### config.mk
export PLATFORM = sky130hd
export DESIGN_NAME = debug_probe_led
export DESIGN_NICKNAME = d
export VERILOG_FILES = /design/src/rtl/debug_probe_led.sv
export SDC_FILE = /design/constraint.sdc
export NUM_CORES = 2
export LEC_CHECK = 0
export ABC_AREA = 1
export CAP_MARGIN = 20
export CORE_AREA = 2 2 412 414
export CTS_BUF_LIST = sky130_fd_sc_hd__clkbuf_16
export DETAILED_ROUTE_END_ITERATION = 12
export DIE_AREA = 0 0 414 416
export HOLD_SLACK_MARGIN = 0.06
export PLACE_DENSITY = 0.55
export SLEW_MARGIN = 40
export SYNTH_ARGS = -nofsm -noshare
export SYNTH_HDL_FRONTEND = slang
export SYNTH_SLANG_ARGS = --single-unit
### constraint.sdc
create_clock -name clk -period 53.7 [get_ports clk]
set_input_delay 8.055 -clock clk [delete_from_list [all_inputs] [get_ports clk]]
set_output_delay 8.055 -clock clk [all_outputs]
set_load 0.05 [all_outputs]
### src/rtl/debug_probe_led.sv
// debug_probe_led
//   Board debug probe. It selects one of CHANNELS probe words, debounces the
//   DIP-switch controls, and drives the LEDs in one of four modes:
//   live slice, triggered hold, change counter, or sticky change mask.
//   The effective channel and mode are also shown on two seven-segment digits.
// Ports
//   clk       system clock
//   rst       asynchronous active-high reset
//   probe_i   CHANNELS*DATA_W flat probe words, channel i at [i*DATA_W +: DATA_W]
//   sel_i     raw channel-select switches
//   mode_i    raw mode switches (00 LIVE, 01 HOLD, 10 COUNT, 11 MASK)
//   slice_i   raw LED_W-wide slice index used by LIVE/HOLD
//   trig_i    raw capture/clear pushbutton
//   led       registered LED drive
//   segdisp0  low hex digit of the effective select, [0]=segment a, active-high
//   segdisp1  hex digit of the effective mode
module debug_probe_led #(
   parameter int CHANNELS        = 32,
   parameter int DATA_W          = 32,
   parameter int LED_W           = 16,
   parameter int DEBOUNCE_CYCLES = 16,
   parameter int SEL_W           = $clog2(CHANNELS)
) (
   input  logic                         clk,
   input  logic                         rst,
   input  logic [CHANNELS*DATA_W-1:0]   probe_i,
   input  logic [SEL_W-1:0]             sel_i,
   input  logic [1:0]                   mode_i,
   input  logic [1:0]                   slice_i,
   input  logic                         trig_i,
   output logic [LED_W-1:0]             led,
   output logic [0:6]                   segdisp0,
   output logic [0:6]                   segdisp1
);

   localparam int              CW      = SEL_W + 4;
   localparam int              MASK_W  = (CHANNELS < LED_W) ? CHANNELS : LED_W;
   localparam logic [15:0]     DB_LIM  = 16'(DEBOUNCE_CYCLES);
   localparam logic [15:0]     DB_LAST = 16'(DEBOUNCE_CYCLES - 1);
   localparam logic [SEL_W:0]  CH_LIM  = (SEL_W + 1)'(CHANNELS);

   // Hex digit to segments a..g (index 0 = a).
   function automatic logic [0:6] hex7(input logic [3:0] v);
      logic [0:6] seg;
      case (v)
         4'h0: seg = 7'b1111110;
         4'h1: seg = 7'b0110000;
         4'h2: seg = 7'b1101101;
         4'h3: seg = 7'b1111001;
         4'h4: seg = 7'b0110011;
         4'h5: seg = 7'b1011011;
         4'h6: seg = 7'b1011111;
         4'h7: seg = 7'b1110000;
         4'h8: seg = 7'b1111111;
         4'h9: seg = 7'b1111011;
         4'hA: seg = 7'b1110111;
         4'hB: seg = 7'b0011111;
         4'hC: seg = 7'b1001110;
         4'hD: seg = 7'b0111101;
         4'hE: seg = 7'b1001111;
         4'hF: seg = 7'b1000111;
         default: seg = 7'b0000000;
      endcase
      return seg;
   endfunction

   // LED_W-wide slice s of a word zero-extended to 4*LED_W; bits past DATA_W read 0.
   function automatic logic [LED_W-1:0] slice_of(input logic [DATA_W-1:0] w, input logic [1:0] s);
      logic [LED_W-1:0] r;
      int idx;
      for (int b = 0; b < LED_W; b++) begin
         idx = int'(s) * LED_W + b;
         if (idx < DATA_W) r[b] = w[idx % DATA_W];
         else              r[b] = 1'b0;
      end
      return r;
   endfunction

   logic [CW-1:0]                ctrl_raw_s, ctrl_s1_r, ctrl_s2_r;
   logic [15:0]                  stab_cnt_r;
   logic                         load_s, sel_upd_s;
   logic [SEL_W-1:0]             sel_new_s, sel_eff_r, sel_idx_s;
   logic [1:0]                   mode_eff_r, slice_eff_r;
   logic                         trig_s1_r, trig_s2_r, trig_prev_r, trig_edge_s;
   logic [CHANNELS*DATA_W-1:0]   prev_all_r;
   logic [CHANNELS-1:0]          chg_s;
   logic [MASK_W-1:0]            mask_r;
   logic [DATA_W-1:0]            sel_word_s, hold_r;
   logic [LED_W-1:0]             cnt_r, mask_led_s, led_next_s;
   logic [3:0]                   sel_nib_s;

   assign ctrl_raw_s = {sel_i, mode_i, slice_i};

   // Control decode: debounce load strobe, select change, trigger edge, channel fallback.
   always_comb begin
      if ((ctrl_s1_r == ctrl_s2_r) && (stab_cnt_r == DB_LAST)) load_s = 1'b1;
      else                                                     load_s = 1'b0;
      sel_new_s   = ctrl_s2_r[CW-1 -: SEL_W];
      sel_upd_s   = load_s && (sel_new_s != sel_eff_r);
      trig_edge_s = trig_s2_r & ~trig_prev_r;
      if ({1'b0, sel_eff_r} < CH_LIM) sel_idx_s = sel_eff_r;
      else                            sel_idx_s = {SEL_W{1'b0}};
   end

   // Control synchroniser and stability counter; a differing word restarts the count.
   always_ff @(posedge clk or posedge rst) begin
      if (rst) begin
         ctrl_s1_r  <= {CW{1'b0}};
         ctrl_s2_r  <= {CW{1'b0}};
         stab_cnt_r <= 16'd0;
      end else begin
         ctrl_s1_r <= ctrl_raw_s;
         ctrl_s2_r <= ctrl_s1_r;
         if (ctrl_s1_r != ctrl_s2_r)  stab_cnt_r <= 16'd0;
         else if (stab_cnt_r != DB_LIM) stab_cnt_r <= stab_cnt_r + 16'd1;
         else                         stab_cnt_r <= stab_cnt_r;
      end
   end

   // Effective control registers, loaded once per debounced change.
   always_ff @(posedge clk or posedge rst) begin
      if (rst) begin
         sel_eff_r   <= {SEL_W{1'b0}};
         mode_eff_r  <= 2'b00;
         slice_eff_r <= 2'b00;
      end else if (load_s) begin
         sel_eff_r   <= sel_new_s;
         mode_eff_r  <= ctrl_s2_r[3:2];
         slice_eff_r <= ctrl_s2_r[1:0];
      end else begin
         sel_eff_r   <= sel_eff_r;
         mode_eff_r  <= mode_eff_r;
         slice_eff_r <= slice_eff_r;
      end
   end

   // Trigger synchroniser plus previous-value flop for rising-edge detection.
   always_ff @(posedge clk or posedge rst) begin
      if (rst) begin
         trig_s1_r   <= 1'b0;
         trig_s2_r   <= 1'b0;
         trig_prev_r <= 1'b0;
      end else begin
         trig_s1_r   <= trig_i;
         trig_s2_r   <= trig_s1_r;
         trig_prev_r <= trig_s2_r;
      end
   end

   // Per-channel change flags, selected word, mask and select-digit widening.
   always_comb begin
      for (int i = 0; i < CHANNELS; i++) begin
         chg_s[i] = (probe_i[i*DATA_W +: DATA_W] != prev_all_r[i*DATA_W +: DATA_W]);
      end
      sel_word_s = probe_i[int'(sel_idx_s)*DATA_W +: DATA_W];
      for (int i = 0; i < LED_W; i++) begin
         if (i < MASK_W) mask_led_s[i] = mask_r[i % MASK_W];
         else            mask_led_s[i] = 1'b0;
      end
      for (int b = 0; b < 4; b++) begin
         if (b < SEL_W) sel_nib_s[b] = sel_eff_r[b % SEL_W];
         else           sel_nib_s[b] = 1'b0;
      end
   end

   // LED source mux by effective mode.
   always_comb begin
      case (mode_eff_r)
         2'b00:   led_next_s = slice_of(sel_word_s, slice_eff_r);
         2'b01:   led_next_s = slice_of(hold_r, slice_eff_r);
         2'b10:   led_next_s = cnt_r;
         2'b11:   led_next_s = mask_led_s;
         default: led_next_s = {LED_W{1'b0}};
      endcase
   end

   // Probe history, hold capture, change counter and sticky mask (active in every mode).
   always_ff @(posedge clk or posedge rst) begin
      if (rst) begin
         prev_all_r <= {(CHANNELS*DATA_W){1'b0}};
         hold_r     <= {DATA_W{1'b0}};
         cnt_r      <= {LED_W{1'b0}};
         mask_r     <= {MASK_W{1'b0}};
      end else begin
         prev_all_r <= probe_i;
         if (trig_edge_s) hold_r <= sel_word_s;
         else             hold_r <= hold_r;
         // Clears take priority over counting in the same cycle.
         if (trig_edge_s || sel_upd_s)                         cnt_r <= {LED_W{1'b0}};
         else if (chg_s[sel_idx_s] && (cnt_r != {LED_W{1'b1}})) cnt_r <= cnt_r + LED_W'(1);
         else                                                  cnt_r <= cnt_r;
         if (trig_edge_s) mask_r <= {MASK_W{1'b0}};
         else             mask_r <= mask_r | chg_s[MASK_W-1:0];
      end
   end

   // Registered outputs.
   always_ff @(posedge clk or posedge rst) begin
      if (rst) begin
         led      <= {LED_W{1'b0}};
         segdisp0 <= 7'b0000000;
         segdisp1 <= 7'b0000000;
      end else begin
         led      <= led_next_s;
         segdisp0 <= hex7(sel_nib_s);
         segdisp1 <= hex7({2'b00, mode_eff_r});
      end
   end

endmodule
==> impl_metrics.ini <==
[timing]
finalHoldViolCount = 0
slew_headroom = 0.2630
rsz0062_at_grt = false
min_period_ns = 11.08
maxSlewViolCount = 0
whs_ns = 0.3591
fmax_mhz = 90.25
fin_skew_ns = 0.02824
setup_viol_count_final = 0
timing_worst_slew_pin_value_ns = 1.094
setup_tns_ns = 0
finalCritPeriodShare = 0.2063

[clocking]
cts.sinks = 1163
cts_buffer_depth = 3
cts_buffers = 141
ctsRootBufferMaster = clkbuf_16
cts_max_level = 4
post-cts-setup-buffers = 0
ctsResizeCount = 0
cts_tree = done
path_clk_slew_ns = 0.06
clkLatencyLatePin_ns = 0.79
postCtsHoldBufs = 0

[synth]
synth.yosys.seq_area_share = 0.5269
syn_avg_cell_area_um2 = 8.867
synthesis.area_um2 = 55230
ys_warn_count = 0
syn_inst = 6229
synth_most_common_cell = nand2_1
synth_cell_types = 63
synth_edf_count = 0
netlist.area_leader.share = 0.5269
synth.net_count = 7275
synth_area_leaders = dfrtp_1, nand2_1, xnor2_1, nor2_1, o21ai_0
ys_top_cells_by_count = nand2_1, dfrtp_1, nor2_1
synth_flop_cell = dfrtp_1
yosysTopAreaCell = dfrtp_1
async_reset_ff_frac = 1.000
synth-seq-cells = 1163

[route]
routedWlPerCell_um = 30.65
drcViolationCount = 0
drtAntennaViolNets = 0
wirelength_um = 298800
via_per_inst = 5.236
vias = 51040
drtIter0Drc = 5793
first_pass_iters = 6

[floorplanning]
io_pins = 1066
num_rows = 151
die_h_um = 416
dieArea_um2 = 172200
fp.dieW_um = 414
core_area_um2 = 168100
start_util = 0.3285

[power]
combinationalPowerShare = 0.132
p_int_mw = 1.570
p_leak_nw = 31.86
swShare = 0.2669
switchingPower_uw = 571.6
p_seq_frac = 0.441
pwr-share-clk = 0.427
p_per_area_nw_per_um2 = 29.26
peakVddDrop_v = 0.00003521

[placed_design]
place_congestion = 0.9938
dp.final_hpwl_um = 239900
port_buffers = 1065

[finish]
drive_gt1_frac = 0.05724
layout.nets = 8372
area_growth_pct = 32.50

[run_status]
run_status = completed

[global_routing]
grt_max_degree = 95
grt_pass1_vias = 48030
antenna_found_initial = 198
overflow = 0
grt_usage = 0.3397
grt_pass1_wl_um = 400800

[hold_path]
hp-class = flip-flop to flip-flop

[run]
max_cap_violations = 0

[critical_path]
end_kind = asynchronous set/reset pin
critical_path.max_fanout = 94
cp_data_required_time_ns = 54.46
cp.arrival_ns = 11.84
critPathKind = input port to asynchronous set/reset pin
start_kind = input port
[state kept, by name (all words and copies together), names as in the netlist, 2 cells and up]
name         count
ctrl_s1_r        9
stab_cnt_r      16
hold_r          32
led             16
mask_led_s      16
prev_all_r    1024
segdisp0         7
ctrl_s2_r        9
slice_eff_r      2
mode_eff_r       2
sel_eff_r        5
segdisp1         6
cnt_r           16
[area by class of cell]
cell class / instances / area (µm²)
Sequential cell: 1163 / 29120
Timing Repair Buffer: 1173 / 11510
Antenna cell: 104 / 260.3
Clock buffer: 146 / 3654
Inverter: 605 / 2306
Fill cell: 16670 / 94960
Tap cell: 2218 / 2775
Multi-Input combinational cell: 4242 / 22950
Clock inverter: 96 / 611.8
[kinds of logic after synthesis]
| group | Yosys count | share of synthesized area |
|---|---|---|
| mux | 9 | 0.001654 |
| other cells | 1 | 0.00006789 |
| xor+xnor | 722 | 0.1145 |
| simple gates | 2491 | 0.1849 |
| flops | 1163 | 0.5269 |
| buf+inv | 824 | 0.05999 |
| fa+ha+maj | 10 | 0.002265 |
| compound gates | 1009 | 0.1097 |
[stage by stage]
stage               cells  setup slack, ns  utilization  instance area (µm²)  total power [mW]
global route         9718            42.09       0.4348                73110             2.216
detailed placement   9394            41.43       0.4078                68560             1.238
floorplan            6229            12.89            -                55230             1.075
CTS                  9636            42.27       0.4331                72830             2.152
finish               9747            42.62       0.4352                73190             2.141
global placement     9372            40.91       0.4062                68300             1.232
[power by group through the flow]
stage / logic, mW / registers [mW] / clock network (mW)
final: 0.282 / 0.945 / 0.915
after global routing: 0.304 / 0.949 / 0.963
after CTS: 0.280 / 0.944 / 0.928
after detailed placement: 0.278 / 0.960 / 0
after global placement: 0.274 / 0.958 / 0
after floorplan: 0.114 / 0.961 / 0
[cell usage in the layout, fill, tap and decap left out, types with 78 or more instances in the layout]
cell / count
xor2_1: 203
diode_2: 104
dfrtp_1: 1158
o21ai_0: 418
inv_1: 619
nand3_1: 228
nand4_1: 93
nor2_1: 626
or2_2: 78
xnor2_1: 519
clkbuf_16: 146
clkdlybuf4s50_1: 1065
a221oi_1: 104
a21oi_1: 226
nand2_1: 1414
[critical path, stage by stage]
cell and delay (ns):
clkdlybuf4s50_1 0.50, inv_8 0.52, buf_4 0.73, buf_6 0.52
buf_6 0.55, buf_6 0.64
[path summary, 6_finish.rpt]
check	from	to	slack, ns	cells after the start
worst max-delay path	rst	sel_eff_r[2]	42.62	6
worst min-delay path	trig_s1_r	trig_s2_r	0.36	0
worst max register to register	sel_eff_r[1]	led[5]	47.94	13
worst min register to register	trig_s1_r	trig_s2_r	0.36	0
max in group clk	probe_i[631]	cnt_r[6]	43.18	17
min in group asynchronous	rst	prev_all_r[724]	7.80	2
[layer usage]
layer / global-route usage / wire length, µm
met3: 0.1029 / 30290
met4: 0.1765 / 17010
met1: 0.4666 / 127200
met5: 0 / 539
met2: 0.4798 / 123700
No activity file was read; power rests on OpenSTA's default activity.
